==> config.mk <==
export PLATFORM = sky130hd
export DESIGN_NAME = single_stream_loader_flat
export DESIGN_NICKNAME = d
export VERILOG_FILES = /design/src/rtl/conv_pkg.sv /design/src/rtl/single_stream_loader_if.sv /design/src/rtl/single_stream_loader.sv /design/src/flat_wrapper.sv
export SDC_FILE = /design/constraint.sdc
export NUM_CORES = 1
export LEC_CHECK = 0
export CAP_MARGIN = 10
export CORE_ASPECT_RATIO = 1.2
export CORE_MARGIN = 2
export CORE_UTILIZATION = 51
export CTS_BUF_LIST = sky130_fd_sc_hd__clkbuf_2
export DETAILED_ROUTE_END_ITERATION = 10
export GPL_ROUTABILITY_DRIVEN = 0
export PLACE_DENSITY = 0.82
export SYNTH_ARGS = -nofsm -noshare
export SYNTH_HDL_FRONTEND = slang
export SYNTH_SLANG_ARGS = --single-unit
export TNS_END_PERCENT = 10
==> constraint.sdc <==
create_clock -name clk -period 2.9 [get_ports clk]
set_input_delay 0.725 -clock clk [delete_from_list [all_inputs] [get_ports clk]]
set_output_delay 0.725 -clock clk [all_outputs]
set_load 0.01 [all_outputs]
==> src/rtl/conv_pkg.sv <==
// Shared types and sizes for the single-stream conv loader.
// Holds the loader FSM state encoding and the tile/filter/result element counts.
// Pure declarations; no logic.
package conv_pkg;

  typedef enum logic [2:0] {
    LOAD_A = 3'd0,
    LOAD_B = 3'd1,
    KICK   = 3'd2,
    RUN    = 3'd3,
    DRAIN  = 3'd4
  } state_e;

  localparam int N_A             = 16; // 4x4 activation tile
  localparam int N_B             = 9;  // 3x3 filter
  localparam int N_C             = 4;  // 2x2 result
  localparam int DEFAULT_TIMEOUT = 64;

endpackage

==> src/rtl/single_stream_loader_if.sv <==
// Byte-stream handshake bundle: upstream load bytes in, result bytes out.
// Ports: in_valid/in_ready/in_data (upstream), out_valid/out_ready/out_data (downstream).
// slave = loader view, master = producer/consumer view.
interface single_stream_loader_if;

  logic       in_valid;
  logic       in_ready;
  logic [7:0] in_data;
  logic       out_valid;
  logic       out_ready;
  logic [7:0] out_data;

  modport slave (
    input  in_valid, in_data, out_ready,
    output in_ready, out_valid, out_data
  );

  modport master (
    output in_valid, in_data, out_ready,
    input  in_ready, out_valid, out_data
  );

endinterface

==> src/rtl/single_stream_loader.sv <==
// Purpose: loads a 4x4 activation tile and 3x3 filter from one byte stream, kicks the
//          engine, waits for done (or timeout) and streams the four 2x2 results out.
// Latency: 25 load beats, 1 KICK cycle, engine run time, then 4 result beats.
// Backpressure: in_valid low stalls loading; out_ready low holds the current result byte.
// Ports: clk, rst (sync, active-high); s (stream handshakes); a11..a44, b11..b33,
//        eng_rst, active_single to the engine; done_single, c11..c22 from it; err sticky.
module single_stream_loader
  import conv_pkg::*;
#(
  parameter int TIMEOUT_CYCLES = DEFAULT_TIMEOUT
) (
  input  logic       clk,
  input  logic       rst,
  single_stream_loader_if.slave s,
  output logic [7:0] a11, a12, a13, a14,
  output logic [7:0] a21, a22, a23, a24,
  output logic [7:0] a31, a32, a33, a34,
  output logic [7:0] a41, a42, a43, a44,
  output logic [7:0] b11, b12, b13,
  output logic [7:0] b21, b22, b23,
  output logic [7:0] b31, b32, b33,
  output logic       eng_rst,
  output logic       active_single,
  input  logic       done_single,
  input  logic [7:0] c11, c12, c21, c22,
  output logic       err
);

  localparam int TW = $clog2(TIMEOUT_CYCLES + 1);

  state_e        state_q;
  logic [3:0]    load_cnt_q;
  logic [1:0]    drain_idx_q;
  logic [TW-1:0] tmo_cnt_q;
  logic [7:0]    a_q   [N_A];
  logic [7:0]    b_q   [N_B];
  logic [7:0]    res_q [N_C];
  logic          done_q;
  logic          err_q;
  logic          eng_rst_q;
  logic          active_q;
  logic          out_valid_q;
  logic [7:0]    out_data_q;

  logic in_fire;
  logic out_fire;
  logic done_rise;
  logic tmo_hit;

  // in_ready is combinational so that no beat can be taken in a reset cycle.
  assign s.in_ready = ~rst & ((state_q == LOAD_A) | (state_q == LOAD_B));
  assign in_fire    = s.in_valid & s.in_ready;
  assign out_fire   = out_valid_q & s.out_ready;
  // A done level left over from an earlier run never looks like a new completion.
  assign done_rise  = done_single & ~done_q;
  assign tmo_hit    = (tmo_cnt_q == TW'(TIMEOUT_CYCLES - 1));

  always_ff @(posedge clk) begin
    if (rst) begin
      state_q     <= LOAD_A;
      load_cnt_q  <= '0;
      drain_idx_q <= '0;
      tmo_cnt_q   <= '0;
      done_q      <= 1'b0;
      err_q       <= 1'b0;
      eng_rst_q   <= 1'b0;
      active_q    <= 1'b0;
      out_valid_q <= 1'b0;
      out_data_q  <= 8'h00;
      for (int i = 0; i < N_A; i++) a_q[i] <= 8'h00;
      for (int i = 0; i < N_B; i++) b_q[i] <= 8'h00;
      for (int i = 0; i < N_C; i++) res_q[i] <= 8'h00;
    end else begin
      done_q    <= done_single;
      eng_rst_q <= 1'b0;
      case (state_q)
        LOAD_A: begin
          if (in_fire) begin
            // Row-major beat order maps straight onto the flat tile index.
            a_q[load_cnt_q] <= s.in_data;
            if (load_cnt_q == 4'(N_A - 1)) begin
              load_cnt_q <= '0;
              state_q    <= LOAD_B;
            end else begin
              load_cnt_q <= load_cnt_q + 4'd1;
            end
          end
        end
        LOAD_B: begin
          if (in_fire) begin
            b_q[load_cnt_q] <= s.in_data;
            if (load_cnt_q == 4'(N_B - 1)) begin
              load_cnt_q <= '0;
              eng_rst_q  <= 1'b1;
              state_q    <= KICK;
            end else begin
              load_cnt_q <= load_cnt_q + 4'd1;
            end
          end
        end
        KICK: begin
          active_q  <= 1'b1;
          tmo_cnt_q <= '0;
          state_q   <= RUN;
        end
        RUN: begin
          // Completion is checked first so it wins over a same-cycle timeout.
          if (done_rise) begin
            res_q[0]    <= c11;
            res_q[1]    <= c12;
            res_q[2]    <= c21;
            res_q[3]    <= c22;
            out_data_q  <= c11;
            out_valid_q <= 1'b1;
            active_q    <= 1'b0;
            drain_idx_q <= '0;
            state_q     <= DRAIN;
          end else if (tmo_hit) begin
            for (int i = 0; i < N_C; i++) res_q[i] <= 8'h00;
            out_data_q  <= 8'h00;
            out_valid_q <= 1'b1;
            active_q    <= 1'b0;
            err_q       <= 1'b1;
            drain_idx_q <= '0;
            state_q     <= DRAIN;
          end else begin
            tmo_cnt_q <= tmo_cnt_q + 1'b1;
          end
        end
        DRAIN: begin
          if (out_fire) begin
            if (drain_idx_q == 2'(N_C - 1)) begin
              out_valid_q <= 1'b0;
              out_data_q  <= 8'h00;
              drain_idx_q <= '0;
              tmo_cnt_q   <= '0;
              state_q     <= LOAD_A;
            end else begin
              drain_idx_q <= drain_idx_q + 2'd1;
              out_data_q  <= res_q[drain_idx_q + 2'd1];
            end
          end
        end
        default: state_q <= LOAD_A;
      endcase
    end
  end

  assign s.out_valid    = out_valid_q;
  assign s.out_data     = out_data_q;
  assign eng_rst        = eng_rst_q;
  assign active_single  = active_q;
  assign err            = err_q;

  assign a11 = a_q[0];  assign a12 = a_q[1];  assign a13 = a_q[2];  assign a14 = a_q[3];
  assign a21 = a_q[4];  assign a22 = a_q[5];  assign a23 = a_q[6];  assign a24 = a_q[7];
  assign a31 = a_q[8];  assign a32 = a_q[9];  assign a33 = a_q[10]; assign a34 = a_q[11];
  assign a41 = a_q[12]; assign a42 = a_q[13]; assign a43 = a_q[14]; assign a44 = a_q[15];

  assign b11 = b_q[0]; assign b12 = b_q[1]; assign b13 = b_q[2];
  assign b21 = b_q[3]; assign b22 = b_q[4]; assign b23 = b_q[5];
  assign b31 = b_q[6]; assign b32 = b_q[7]; assign b33 = b_q[8];

endmodule

==> src/flat_wrapper.sv <==
// flat-port wrapper written by rule: the top's interface ports become plain ports
module single_stream_loader_flat import conv_pkg::*;
#(
  parameter int TIMEOUT_CYCLES = DEFAULT_TIMEOUT
)
  (clk, rst, a11, a12, a13, a14, a21, a22, a23, a24, a31, a32, a33, a34, a41, a42, a43, a44, b11, b12, b13, b21, b22, b23, b31, b32, b33, eng_rst, active_single, done_single, c11, c12, c21, c22, err, s_in_valid, s_in_data, s_out_ready, s_in_ready, s_out_valid, s_out_data);
  single_stream_loader_if s_i ();
  input  logic clk;
  input  logic rst;
  output logic [7:0] a11;
  output logic [7:0] a12;
  output logic [7:0] a13;
  output logic [7:0] a14;
  output logic [7:0] a21;
  output logic [7:0] a22;
  output logic [7:0] a23;
  output logic [7:0] a24;
  output logic [7:0] a31;
  output logic [7:0] a32;
  output logic [7:0] a33;
  output logic [7:0] a34;
  output logic [7:0] a41;
  output logic [7:0] a42;
  output logic [7:0] a43;
  output logic [7:0] a44;
  output logic [7:0] b11;
  output logic [7:0] b12;
  output logic [7:0] b13;
  output logic [7:0] b21;
  output logic [7:0] b22;
  output logic [7:0] b23;
  output logic [7:0] b31;
  output logic [7:0] b32;
  output logic [7:0] b33;
  output logic eng_rst;
  output logic active_single;
  input  logic done_single;
  input  logic [7:0] c11;
  input  logic [7:0] c12;
  input  logic [7:0] c21;
  input  logic [7:0] c22;
  output logic err;
  input wire logic [$bits(s_i.in_valid)-1:0] s_in_valid;
  input wire logic [$bits(s_i.in_data)-1:0] s_in_data;
  input wire logic [$bits(s_i.out_ready)-1:0] s_out_ready;
  output wire logic [$bits(s_i.in_ready)-1:0] s_in_ready;
  output wire logic [$bits(s_i.out_valid)-1:0] s_out_valid;
  output wire logic [$bits(s_i.out_data)-1:0] s_out_data;
  assign s_i.in_valid = s_in_valid;
  assign s_i.in_data = s_in_data;
  assign s_i.out_ready = s_out_ready;
  assign s_in_ready = s_i.in_ready;
  assign s_out_valid = s_i.out_valid;
  assign s_out_data = s_i.out_data;
  single_stream_loader #(.TIMEOUT_CYCLES(TIMEOUT_CYCLES)) u_core (.clk(clk), .rst(rst), .s(s_i), .a11(a11), .a12(a12), .a13(a13), .a14(a14), .a21(a21), .a22(a22), .a23(a23), .a24(a24), .a31(a31), .a32(a32), .a33(a33), .a34(a34), .a41(a41), .a42(a42), .a43(a43), .a44(a44), .b11(b11), .b12(b12), .b13(b13), .b21(b21), .b22(b22), .b23(b23), .b31(b31), .b32(b32), .b33(b33), .eng_rst(eng_rst), .active_single(active_single), .done_single(done_single), .c11(c11), .c12(c12), .c21(c21), .c22(c22), .err(err));
endmodule
==> summary.txt <==
Synthesis
  – Syn Inst Count: approximately 770
  – Number of synthesized register bits: roughly 260
  – Yosys cell types: 54
  – Number of flops mapped to enable cells by yosys: ~220
  – Synth warnings: 0
  – Syn Nets: 822
  – Ys async rst share: 0%
  – Syn avg cell area: between 10 and 15 µm²
  – Synthesized area: ~0.011 mm²
  – Ys flop type: edfxtp_1
  – Post-synthesis sequential area ratio: a little over two thirds

Floorplanning
  – Number of I/O pins: about 260
  – Core area: between 0.02 and 0.025 mm²
  – Rows: 57
  – Die span in x: between 100 and 150 µm
  – Chip height: 162 µm
  – Initial Util: between 50% and 60%
  – Die ar.: ~0.022 mm²

Worst setup path
  – FF-to-FF path depth: 4
  – Worst Setup End Kind: output pin
  – Family with the most delay on the worst path: buffers and inverters
  – Reg2reg end: u_core.b_q[3][2]$_SDFFCE_PN0P_
  – R2r setup slk: ~0.75 ns
  – CP required: roughly 2.2 ns
  – CP startpoint kind: flip-flop
  – Worst path arrival time: approximately 1.8 ns
  – Max stage delay on crit path: between 0.5 and 0.6 ns
  – Worst path bufs/invs: 1
  – CP cell instances: clkdlybuf4s50_1
  – Slowest-stage cell, CP: clkdlybuf4s50_1
  – Setup CP Type: reg -> out
  – Worst-path fanout max: 5
  – Worst R2R Start: u_core.state_q[0]$_SDFFE_PP0P_

GRT
  – Wire length of the first global-routing pass: 39900 µm
  – Pin count of the biggest net entering global routing: 37
  – Number of global-route vias before repair: approximately 7100
  – Remaining global-route overflow: 0
  – Initial antenna violation count: 1
  – Total GRT Usage: between 20% and 30%

Power
  – Clock power share: between 30% and 40%
  – Gate power share: under 10%
  – Internal Power: ~5.3 mW
  – Max VDD drop: 0.338 mV
  – Flop pwr share: between 50 and 60%
  – Total net switching power: around 1.7 mW
  – Net Sw Frac: between 20% and 30%
  – Power per cell area: about 500 mW/mm²
  – Leak Pwr: between 5 and 6 nW

Finish
  – Layout Nets: approximately 1100
  – Most common cell after layout, fill and taps aside: clkdlybuf4s50_1
  – Filler cells: 1488
  – Leading cell types in the layout, fill and taps excluded: 255 x clkdlybuf4s50_1, 216 x edfxtp_1, 153 x and2_1
  – Layout cells sized above 1: between 10% and 20%
  – P&R area growth vs syn: 33.6%
  – Area of the multi-input gates: between 0.002 and 0.003 mm²
  – Fin cells: 1390
  – Register area: between 0.007 and 0.008 mm²

Clocking
  – Worst-path clk slew: roughly 0.1 ns
  – Num Clock Sinks: 261
  – Postcts setup bufs: 0
  – Worst-Skew Late Latency: 0.86 ns
  – Root Buffer: clkbuf_2
  – # H-tree levels: 2
  – CTS tree: done
  – Number of CTS-inserted buffers: 58
  – Post-CTS Hold Buffers: 0
  – Buffer depth of the longest clock path: 3

STA
  – Final setup viols: 0
  – Fmax: 0.391 GHz
  – Worst Clk Skew: approximately 0.065 ns
  – Hold Fails Final Rpt: 0
  – RSZ-0062 raised after global routing: no
  – TNS Setup: 0 ns
  – Worst Setup Slack, final: about 0.34 ns
  – Minimum clock period: 2.56 ns
  – Pins Over Slew Limit: 0
  – Period utilization: 88.2%
  – Measured slew at the worst slew-check pin: ~0.62 ns
  – Worst slew margin: 58.3%

Detailed routing
  – WL/cell: roughly 19 µm
  – WL final: 26700 µm
  – DR vias: between 7000 and 8000
  – DR pass1 iterations: 5
  – Routed Antenna Nets: 0
  – Drt drc: 0
  – Initial drt markers: 486
  – Number of vias per cell: roughly 5.3

Worst hold path
  – WHS Endpoint: u_core.state_q[0]$_SDFFE_PP0P_
  – Hold depth: 2
  – Hold_sp: rst
  – Hold WC Path Type: in -> reg

Flow run
  – Max Cap Viol: 0

Place
  – Final HPWL DP: around 18000 µm
  – Input/output buffers: 257
  – Setup WS pre-CTS: 0.244 ns
  – Cell total after placement: roughly 1300

Outcome
  – Outcome: finished, final reports clean
==> per-layer routing <==
layer	wire length [µm]	part of all wire, %	global-route usage [%]
met1	10200	38	28.8
met2	14100	53	43.4
met3	1450	5.5	4.12
met4	863	3.2	9.61
met5	0	0	0
==> final cells by class <==
cell class	count	area share (%)
Multi-Input combinational cell	455	20.8
Antenna cell	1	0.0177
Clock inverter	21	0.974
Inverter	6	0.159
Timing Repair Buffer	301	20.6
Tap cell	265	2.35
Clock buffer	80	2.83
Sequential cell	261	52.3
==> registers in the layout, indices dropped and copies added (netlist names) <==
name / flops
u_core.a_q: 128
u_core.active_single: 1
u_core.b_q: 72
u_core.done_q: 1
u_core.drain_idx_q: 2
u_core.eng_rst: 1
u_core.err: 1
u_core.load_cnt_q: 4
u_core.res_q: 32
u_core.s.out_data: 8
u_core.s.out_valid: 1
u_core.state_q: 3
u_core.tmo_cnt_q: 7
==> per-stage QoR <==
step                total power [mW]  hold slack (ns)  instance area, µm²  util (%)
global route                    7.30            0.281               14100      69.5
CTS                             7.10            0.227               14100      69.5
floorplan                       4.46            0.431               10600         -
detailed placement              4.84            0.440               13600      66.8
finish                          7.06            0.302               14100      69.5
global placement                4.83            0.433               13600      66.8
==> cells in the mapped netlist, types with 3 or more instances <==
master | count | area share, %
nand3b_1 | 3 | 0.21
and3_1 | 66 | 3.9
or3_1 | 3 | 0.18
a211oi_1 | 10 | 0.71
nor3_2 | 5 | 0.47
a22oi_1 | 8 | 0.57
nor2_1 | 19 | 0.67
a21o_1 | 10 | 0.71
dfxtp_1 | 45 | 8.5
ha_1 | 6 | 0.71
nand2b_1 | 10 | 0.59
nand3_1 | 14 | 0.66
nor3_1 | 10 | 0.47
mux4_2 | 8 | 1.7
clkbuf_1 | 34 | 1.2
nand2_1 | 45 | 1.6
or2_2 | 16 | 0.95
o211ai_1 | 4 | 0.28
buf_2 | 5 | 0.24
buf_6 | 4 | 0.43
edfxtp_1 | 216 | 61
inv_1 | 6 | 0.21
a21oi_1 | 28 | 1.3
o21ai_0 | 6 | 0.28
and2_1 | 153 | 9.1
nor2b_1 | 3 | 0.18
==> power groups by stage <==
stage               Sequential [mW]  Combinational [mW]  Clock (mW)
finish                         4.20               0.556        2.30
global route                   4.21               0.589        2.50
CTS                            4.20               0.561        2.34
detailed placement             4.28               0.558           0
global placement               4.28               0.547           0
floorplan                      4.33               0.134           0
==> worst max path at each step <==
stage	startpoint	endpoint	slack, ns	cells past startpoint
global placement	s_in_valid	u_core.a_q[11][1]$_SDFFCE_PN0P_	0.28	6
detailed placement	s_in_valid	u_core.a_q[6][4]$_SDFFCE_PN0P_	0.24	5
CTS	u_core.state_q[2]$_SDFFE_PP0P_	s_in_ready	0.0006	2
finish	u_core.s.out_valid$_SDFFE_PP0P_	s_out_valid	0.34	1
floorplan	rst	s_in_ready	0.52	4
global route	u_core.s.out_valid$_SDFFE_PP0P_	s_out_valid	0.21	1
==> logic make-up after synthesis <==
group / count (synthesis) / synth area share [%]
and+or+nand+nor: 363 / 20.5
DFF: 261 / 69.9
AOI/OAI and AO/OA: 75 / 4.59
buffers and inverters: 55 / 2.39
muxes: 8 / 1.70
adders and majority gates: 6 / 0.710
xor gates and xnor gates: 3 / 0.249
==> repair_timing <==
action,4_1_cts,5_1_grt
hold endpoints to repair,0,0
gates resized for setup,1,2
endpoints found under the setup margin,1,1
Note: power is estimated with default switching activity, not from simulation.
